### src/rtl/snake_disp_pkg.sv
// Shared display-path types: game status, display mode, winner encoding and colours.
package snake_disp_pkg;

  typedef enum logic [1:0] {
    RESTART = 2'b00,
    START   = 2'b01,
    PLAY    = 2'b10,
    DIE     = 2'b11
  } game_status_e;

  typedef enum logic [1:0] {
    BLANK  = 2'b00,
    FIELD  = 2'b01,
    FREEZE = 2'b10,
    BANNER = 2'b11
  } disp_mode_e;

  typedef enum logic [1:0] {
    NONE  = 2'b00,
    GREEN = 2'b01,
    RED   = 2'b10,
    DRAW  = 2'b11
  } winner_e;

  // 12-bit RGB444 palette used by the VGA control block.
  localparam logic [11:0] COLOR_BLACK = 12'h000;
  localparam logic [11:0] COLOR_WHITE = 12'hFFF;
  localparam logic [11:0] COLOR_GREEN = 12'h0F0;
  localparam logic [11:0] COLOR_RED   = 12'hF00;
  localparam logic [11:0] COLOR_APPLE = 12'hF80;

  function automatic winner_e decode_winner(input logic red_flag, input logic green_flag);
    return winner_e'({red_flag, green_flag});
  endfunction

endpackage

### src/rtl/vga_frame_tick.sv
// Registered falling-edge detect on active-low vsync: one-cycle frame_start per frame,
// one clk after the sampled fall; no backpressure, a held-low vsync yields a single pulse.
module vga_frame_tick (
  input  logic clk,
  input  logic rst,
  input  logic vga_vs,
  output logic frame_start
);

  logic vs_q;

  always_ff @(posedge clk or posedge rst) begin
    if (rst) begin
      vs_q        <= 1'b1;
      frame_start <= 1'b0;
    end else begin
      vs_q        <= vga_vs;
      frame_start <= vs_q & ~vga_vs;
    end
  end

endmodule

### src/rtl/vga_display_sequencer.sv
// Frame-synchronous display-mode FSM: inputs sampled on frame_start, outputs update the next clk;
// no backpressure, restart_ok tells the game FSM when the winner banner may be left.
module vga_display_sequencer
  import snake_disp_pkg::*;
#(
  parameter int FREEZE_FRAMES     = 60,
  parameter int BLINK_HALF        = 8,
  parameter int BANNER_MIN_FRAMES = 120,
  parameter int CNT_W             = 8
) (
  input  logic       clk,
  input  logic       rst,
  input  logic       vga_vs,
  input  logic [1:0] game_status,
  input  logic       green_win,
  input  logic       red_win,
  output logic [1:0] disp_mode,
  output logic [1:0] winner,
  output logic       snake_vis,
  output logic       restart_ok,
  output logic       frame_start
);

  localparam logic [CNT_W-1:0] FREEZE_LAST = CNT_W'(FREEZE_FRAMES - 1);
  localparam logic [CNT_W-1:0] BLINK_LAST  = CNT_W'(BLINK_HALF - 1);
  localparam logic [CNT_W-1:0] BANNER_CAP  = CNT_W'(BANNER_MIN_FRAMES);

  disp_mode_e       mode_q, mode_d;
  winner_e          winner_q, winner_d;
  logic             vis_q, vis_d;
  logic             rok_q, rok_d;
  logic [CNT_W-1:0] frame_cnt_q, frame_cnt_d;
  logic [CNT_W-1:0] blink_cnt_q, blink_cnt_d;

  vga_frame_tick u_frame_tick (
    .clk         (clk),
    .rst         (rst),
    .vga_vs      (vga_vs),
    .frame_start (frame_start)
  );

  always_ff @(posedge clk or posedge rst) begin
    if (rst) begin
      mode_q      <= BLANK;
      winner_q    <= NONE;
      vis_q       <= 1'b1;
      rok_q       <= 1'b0;
      frame_cnt_q <= '0;
      blink_cnt_q <= '0;
    end else begin
      mode_q      <= mode_d;
      winner_q    <= winner_d;
      vis_q       <= vis_d;
      rok_q       <= rok_d;
      frame_cnt_q <= frame_cnt_d;
      blink_cnt_q <= blink_cnt_d;
    end
  end

  always_comb begin
    mode_d      = mode_q;
    winner_d    = winner_q;
    vis_d       = vis_q;
    rok_d       = rok_q;
    frame_cnt_d = frame_cnt_q;
    blink_cnt_d = blink_cnt_q;

    if (frame_start) begin
      case (game_status)
        RESTART: begin
          mode_d      = BLANK;
          winner_d    = NONE;
          vis_d       = 1'b1;
          rok_d       = 1'b0;
          frame_cnt_d = '0;
          blink_cnt_d = '0;
        end
        START, PLAY: begin
          if (mode_q != FIELD) begin
            mode_d      = FIELD;
            winner_d    = NONE;
            vis_d       = 1'b1;
            rok_d       = 1'b0;
            frame_cnt_d = '0;
            blink_cnt_d = '0;
          end
        end
        DIE: begin
          case (mode_q)
            BLANK, FIELD: begin
              mode_d      = FREEZE;
              winner_d    = decode_winner(red_win, green_win);
              vis_d       = 1'b1;
              rok_d       = 1'b0;
              frame_cnt_d = '0;
              blink_cnt_d = '0;
            end
            FREEZE: begin
              if (frame_cnt_q == FREEZE_LAST) begin
                mode_d      = BANNER;
                vis_d       = 1'b1;
                frame_cnt_d = '0;
                blink_cnt_d = '0;
              end else begin
                frame_cnt_d = frame_cnt_q + 1'b1;
                if (blink_cnt_q == BLINK_LAST) begin
                  blink_cnt_d = '0;
                  vis_d       = ~vis_q;
                end else begin
                  blink_cnt_d = blink_cnt_q + 1'b1;
                end
              end
            end
            BANNER: begin
              // Saturating count; restart_ok latches once the cap is reached.
              if (frame_cnt_q != BANNER_CAP) frame_cnt_d = frame_cnt_q + 1'b1;
              if (frame_cnt_d == BANNER_CAP) rok_d = 1'b1;
            end
            default: mode_d = BLANK;
          endcase
        end
        default: mode_d = BLANK;
      endcase
    end
  end

  assign disp_mode  = mode_q;
  assign winner     = winner_q;
  assign snake_vis  = vis_q;
  assign restart_ok = rok_q;

endmodule

### config.mk
export PLATFORM = sky130hd
export DESIGN_NAME = vga_display_sequencer
export DESIGN_NICKNAME = d
export VERILOG_FILES = /design/src/rtl/snake_disp_pkg.sv /design/src/rtl/vga_frame_tick.sv /design/src/rtl/vga_display_sequencer.sv
export SDC_FILE = /design/constraint.sdc
export NUM_CORES = 1
export LEC_CHECK = 0
export CAP_MARGIN = 20
export CORE_MARGIN = 4
export CORE_UTILIZATION = 57
export CTS_CLUSTER_DIAMETER = 200
export DETAILED_ROUTE_END_ITERATION = 6
export GPL_TIMING_DRIVEN = 0
export PLACE_DENSITY = 0.79
export SLEW_MARGIN = 20
export SYNTH_ARGS = -nofsm -noshare
export SYNTH_HDL_FRONTEND = slang
export SYNTH_SLANG_ARGS = --single-unit
### constraint.sdc
create_clock -name clk -period 2.2 [get_ports clk]
set_clock_uncertainty 0.15 [all_clocks]
set_input_delay 0.44 -clock clk [delete_from_list [all_inputs] [get_ports clk]]
set_output_delay 0.44 -clock clk [all_outputs]
set_load 0.02 [all_outputs]
==> impl_metrics.prom <==
# TYPE chip_impl_metric gauge
chip_impl_info{name="critical_path.cell_chain",value="clkdlybuf4s50_1"} 1
chip_impl_info{name="startpoint_class_of_the_critical_path",value="flop"} 1
chip_impl_metric{name="dp.cells",unit=""} 222
chip_impl_metric{name="mappedNetlistArea",unit="sq um"} 1620
chip_impl_metric{name="synth.distinct_cells",unit=""} 52
chip_impl_metric{name="core_area",unit="sq um"} 2730
chip_impl_info{name="yosys.area.top_type",value="sky130_fd_sc_hd__dfrtp_1"} 1
chip_impl_metric{name="clkPwrFrac",unit="%"} 31.5
chip_impl_info{name="synth_top_cells_by_count",value="sky130_fd_sc_hd__dfrtp_1, sky130_fd_sc_hd__inv_1, sky130_fd_sc_hd__nand2_1"} 1
chip_impl_info{name="end_kind",value="output port"} 1
chip_impl_metric{name="irDropWorstVdd",unit="V"} 0.000424
chip_impl_metric{name="grt_max_degree",unit=""} 25
chip_impl_metric{name="clock_latency",unit="ns"} 0.32
chip_impl_metric{name="fp.dieW",unit="um"} 61.4
chip_impl_metric{name="post_route_cells_drive_above_1_share",unit="%"} 18.9
chip_impl_metric{name="place_hpwl",unit="um"} 2500
chip_impl_metric{name="multiInputGateArea",unit="sq um"} 918
chip_impl_metric{name="power.switching",unit="uW"} 284
chip_impl_metric{name="grt_first_pass_wirelength",unit="um"} 5760
chip_impl_info{name="synth_flop_cell",value="sky130_fd_sc_hd__dfrtp_1"} 1
chip_impl_metric{name="worstMarginPinSlew",unit="ns"} 0.886
chip_impl_metric{name="wl",unit="um"} 3370
chip_impl_metric{name="timing.max_slew.rel_slack",unit="%"} 40.8
chip_impl_metric{name="switching_share",unit="%"} 27.6
chip_impl_metric{name="overflow",unit=""} 0
chip_impl_metric{name="p_int",unit="uW"} 746
chip_impl_info{name="min-delay-start",value="winner[1]$_DFFE_PP0P_"} 1
chip_impl_metric{name="finalCritPeriodShare",unit="%"} 94.9
chip_impl_metric{name="worst_r2r_path_depth",unit=""} 7
chip_impl_metric{name="drt_pass1_iterations",unit=""} 4
chip_impl_metric{name="r2r_slack",unit="ns"} 0.17
chip_impl_metric{name="vias",unit=""} 1381
chip_impl_metric{name="h-tree-depth",unit=""} 1
chip_impl_metric{name="total_leakage_power",unit="uW"} 0.000781
chip_impl_metric{name="cts.path.max_buffers",unit=""} 2
chip_impl_metric{name="combinationalPowerShare",unit="%"} 21.7
chip_impl_metric{name="first_global_vias",unit=""} 1293
chip_impl_metric{name="worst-path-buf-inv",unit=""} 1
chip_impl_metric{name="synth_warnings",unit=""} 0
chip_impl_metric{name="portion_of_total_power_attributed_to_sequential_cells",unit="%"} 46.8
chip_impl_metric{name="diodes",unit=""} 0
chip_impl_metric{name="path_depth",unit=""} 1
chip_impl_metric{name="synth_fp_nets",unit=""} 190
chip_impl_info{name="hold_class",value="reg2reg"} 1
chip_impl_metric{name="worst_path_largest_cell_delay",unit="ns"} 0.60
chip_impl_info{name="reg2reg_start",value="frame_cnt_q[0]$_DFFE_PP0P_"} 1
chip_impl_metric{name="seqCellArea",unit="sq um"} 606
chip_impl_metric{name="final_cell_count_no_fill",unit=""} 227
chip_impl_metric{name="crit_path_dat",unit="ns"} 1.50
chip_impl_metric{name="antenna_found_initial",unit=""} 0
chip_impl_metric{name="final_core_utilization",unit="%"} 68.4
chip_impl_metric{name="synth.avg_cell_area",unit="sq um"} 9.12
chip_impl_metric{name="maxSlewViolCount",unit=""} 0
chip_impl_metric{name="avgRoutedWirePerCell",unit="um"} 14.9
chip_impl_metric{name="die_area",unit="sq um"} 3760
chip_impl_metric{name="vias_per_cell",unit=""} 6.08
chip_impl_info{name="cts-root-buf",value="sky130_fd_sc_hd__clkbuf_4"} 1
chip_impl_metric{name="number_of_enable_flip_flop_cells_after_synthesis",unit=""} 0
chip_impl_metric{name="share_of_yosys_cell_area_claimed_by_the_top_area_cell_type",unit="%"} 33.9
chip_impl_info{name="crit_path_top_delay_cell",value="sky130_fd_sc_hd__clkdlybuf4s50_1"} 1
chip_impl_metric{name="asyncSetResetFlopFracSynth",unit="%"} 100
chip_impl_info{name="synth.top_cells.by_area",value="sky130_fd_sc_hd__dfrtp_1, sky130_fd_sc_hd__ha_1, sky130_fd_sc_hd__inv_1, sky130_fd_sc_hd__dfstp_2, sky130_fd_sc_hd__nand2_1"} 1
chip_impl_metric{name="tritoncts.num_buffers",unit=""} 3
chip_impl_metric{name="synthCells",unit=""} 178
chip_impl_metric{name="buffer_ports.inserted",unit=""} 13
chip_impl_metric{name="hold_depth",unit=""} 1
chip_impl_metric{name="cts.reportedPaths.clkPinSlew",unit="ns"} 0.14
chip_impl_metric{name="clock_sink_count",unit=""} 24
chip_impl_info{name="critical-path-top-delay-family",value="buffers and inverters"} 1
chip_impl_metric{name="flow.area_growth_from_synthesis",unit="%"} 15.2
chip_impl_metric{name="first_iter_violations",unit=""} 66
chip_impl_metric{name="post-layout-total-power",unit="uW"} 1030
chip_impl_metric{name="initial_core_util",unit="%"} 59.4
chip_impl_metric{name="chip_height",unit="um"} 61.4
chip_impl_metric{name="power.density_cell_area",unit="nW/um^2"} 551
chip_impl_metric{name="design_area",unit="sq um"} 1870
chip_impl_info{name="cts_tree",value="done"} 1
chip_impl_metric{name="cts_hold_buffers",unit=""} 0
chip_impl_metric{name="maximum_net_fanout_on_the_critical_path",unit=""} 3
chip_impl_metric{name="final_nets",unit=""} 209
chip_impl_metric{name="placement_rows",unit=""} 19
chip_impl_info{name="worst-setup-path-type",value="reg2out"} 1
chip_impl_metric{name="routabilityCongestion",unit=""} 0.891
chip_impl_info{name="status",value="finished clean"} 1
chip_impl_metric{name="synthesis_stage_register_bit_count",unit=""} 24
chip_impl_metric{name="grt_util_all_layers",unit="%"} 20.2
chip_impl_metric{name="crit_required",unit="ns"} 1.61
chip_impl_info{name="worstHoldEndpoint",value="winner[1]$_DFFE_PP0P_"} 1
chip_impl_metric{name="post_dp_cell_area",unit="sq um"} 1790
chip_impl_info{name="reg2reg_to",value="snake_vis$_DFFE_PP1P_"} 1
chip_impl_metric{name="timing.final.setup_violations",unit=""} 0
chip_impl_metric{name="part_of_the_yosys_area_used_for_sequential_elements",unit="%"} 37.2
chip_impl_metric{name="hold_viol_final",unit=""} 0
chip_impl_info{name="rsz0062_at_grt",value="no"} 1
chip_impl_info{name="most_repeated_cell_in_the_gate_level_netlist_after_synthesis",value="sky130_fd_sc_hd__dfrtp_1"} 1
chip_impl_metric{name="fmaxAchievable",unit="GHz"} 0.479
chip_impl_metric{name="ioPinCount",unit=""} 14
chip_impl_metric{name="drc",unit=""} 0
chip_impl_metric{name="final_period_minus_worst_setup_slack",unit="ns"} 2.09
chip_impl_metric{name="final_antenna_net_count",unit=""} 0
chip_impl_metric{name="cap_viol_max_count",unit=""} 0
chip_impl_metric{name="final.fill_count",unit=""} 217
## state kept, by name (all words and copies together) (netlist names)
| name | flops |
|---|---|
| disp_mode | 2 |
| u_frame_tick.frame_start | 1 |
| winner | 2 |
| restart_ok | 1 |
| u_frame_tick.vs_q | 1 |
| snake_vis | 1 |
| frame_cnt_q | 8 |
| blink_cnt_q | 8 |
## worst max path at each step
stage	startpoint	end	slack (ns)
after floorplan	frame_cnt_q[0]$_DFFE_PP0P_	snake_vis$_DFFE_PP1P_	0.30
final	snake_vis$_DFFE_PP1P_	snake_vis	0.11
after global routing	blink_cnt_q[0]$_DFFE_PP0P_	snake_vis$_DFFE_PP1P_	0.02
after detailed placement	game_status[0]	frame_cnt_q[4]$_DFFE_PP0P_	-0.37
after global placement	game_status[0]	frame_cnt_q[3]$_DFFE_PP0P_	-0.33
after CTS	frame_cnt_q[0]$_DFFE_PP0P_	blink_cnt_q[7]$_DFFE_PP0P_	0.06
## cell type report
cell class | instances | share of cell area, %
well taps | 31 | 2.07
multi-input cells | 129 | 49.1
flip-flops and latches | 24 | 32.4
clock buffers | 3 | 1.20
clock inverters | 1 | 1.61
inverters | 16 | 3.21
repair buffers | 14 | 7.36
plain buffers | 9 | 3.01
## power groups by stage
stage	clock, uW	combinational (uW)	sequential [uW]
after detailed placement	0	217	490
after global routing	347	247	487
after floorplan	0	123	508
after global placement	0	213	488
final	325	223	482
after CTS	330	220	482
## layout by cell type (no fill, tap or decap), types with 4 or more instances in the layout
| master | synthesis | routed |
|---|---|---|
| sky130_fd_sc_hd__a22o_1 | 4 | 4 |
| sky130_fd_sc_hd__a31oi_1 | 7 | 7 |
| sky130_fd_sc_hd__and3_1 | 7 | 7 |
| sky130_fd_sc_hd__buf_2 | 6 | 6 |
| sky130_fd_sc_hd__clkdlybuf4s50_1 | 0 | 13 |
| sky130_fd_sc_hd__dfrtp_1 | 22 | 20 |
| sky130_fd_sc_hd__ha_1 | 5 | 4 |
| sky130_fd_sc_hd__inv_1 | 16 | 16 |
| sky130_fd_sc_hd__nand2_1 | 14 | 14 |
| sky130_fd_sc_hd__nand3_1 | 10 | 10 |
| sky130_fd_sc_hd__nand4_1 | 5 | 5 |
| sky130_fd_sc_hd__nor2b_1 | 5 | 5 |
| sky130_fd_sc_hd__nor3_1 | 7 | 6 |
| sky130_fd_sc_hd__o21ai_0 | 9 | 9 |
| sky130_fd_sc_hd__o22ai_1 | 5 | 5 |
## stage by stage
step	setup TNS, ns	hold slack [ns]	setup slack [ns]
finish	0	0.354	0.112
global route	0	0.382	0.0215
CTS	0	0.362	0.0554
detailed placement	-5.12	0.322	-0.371
global placement	-4.52	0.315	-0.329
floorplan	0	0.294	0.304
## per-layer routing
metal | track usage, % | share of wire (%) | vias to the layer above
met5 | 0 | 0 | -
met4 | 4.55 | 1.0 | 0
met3 | 2.73 | 4.3 | 6
met2 | 35.6 | 51 | 37
met1 | 26.3 | 44 | 647
li1 | - | - | 691
## cells by family after synthesis
family | after synthesis | synth area share (%)
and+or+nand+nor | 70 | 25.8
AOI/OAI and AO/OA | 46 | 20.7
buffers and inverters | 25 | 7.17
DFF | 24 | 37.2
muxes | 7 | 4.86
adders and majority gates | 5 | 3.86
xor gates and xnor gates | 1 | 0.540
## what timing repair did
| item | in CTS | in global routing |
|---|---|---|
| setup endpoints to repair | 3 | 7 |
| pin swaps | 0 | 2 |
| resized for setup | 1 | 5 |
| buffers inserted | 0 | 1 |
Power figures use the tool's default switching activity.
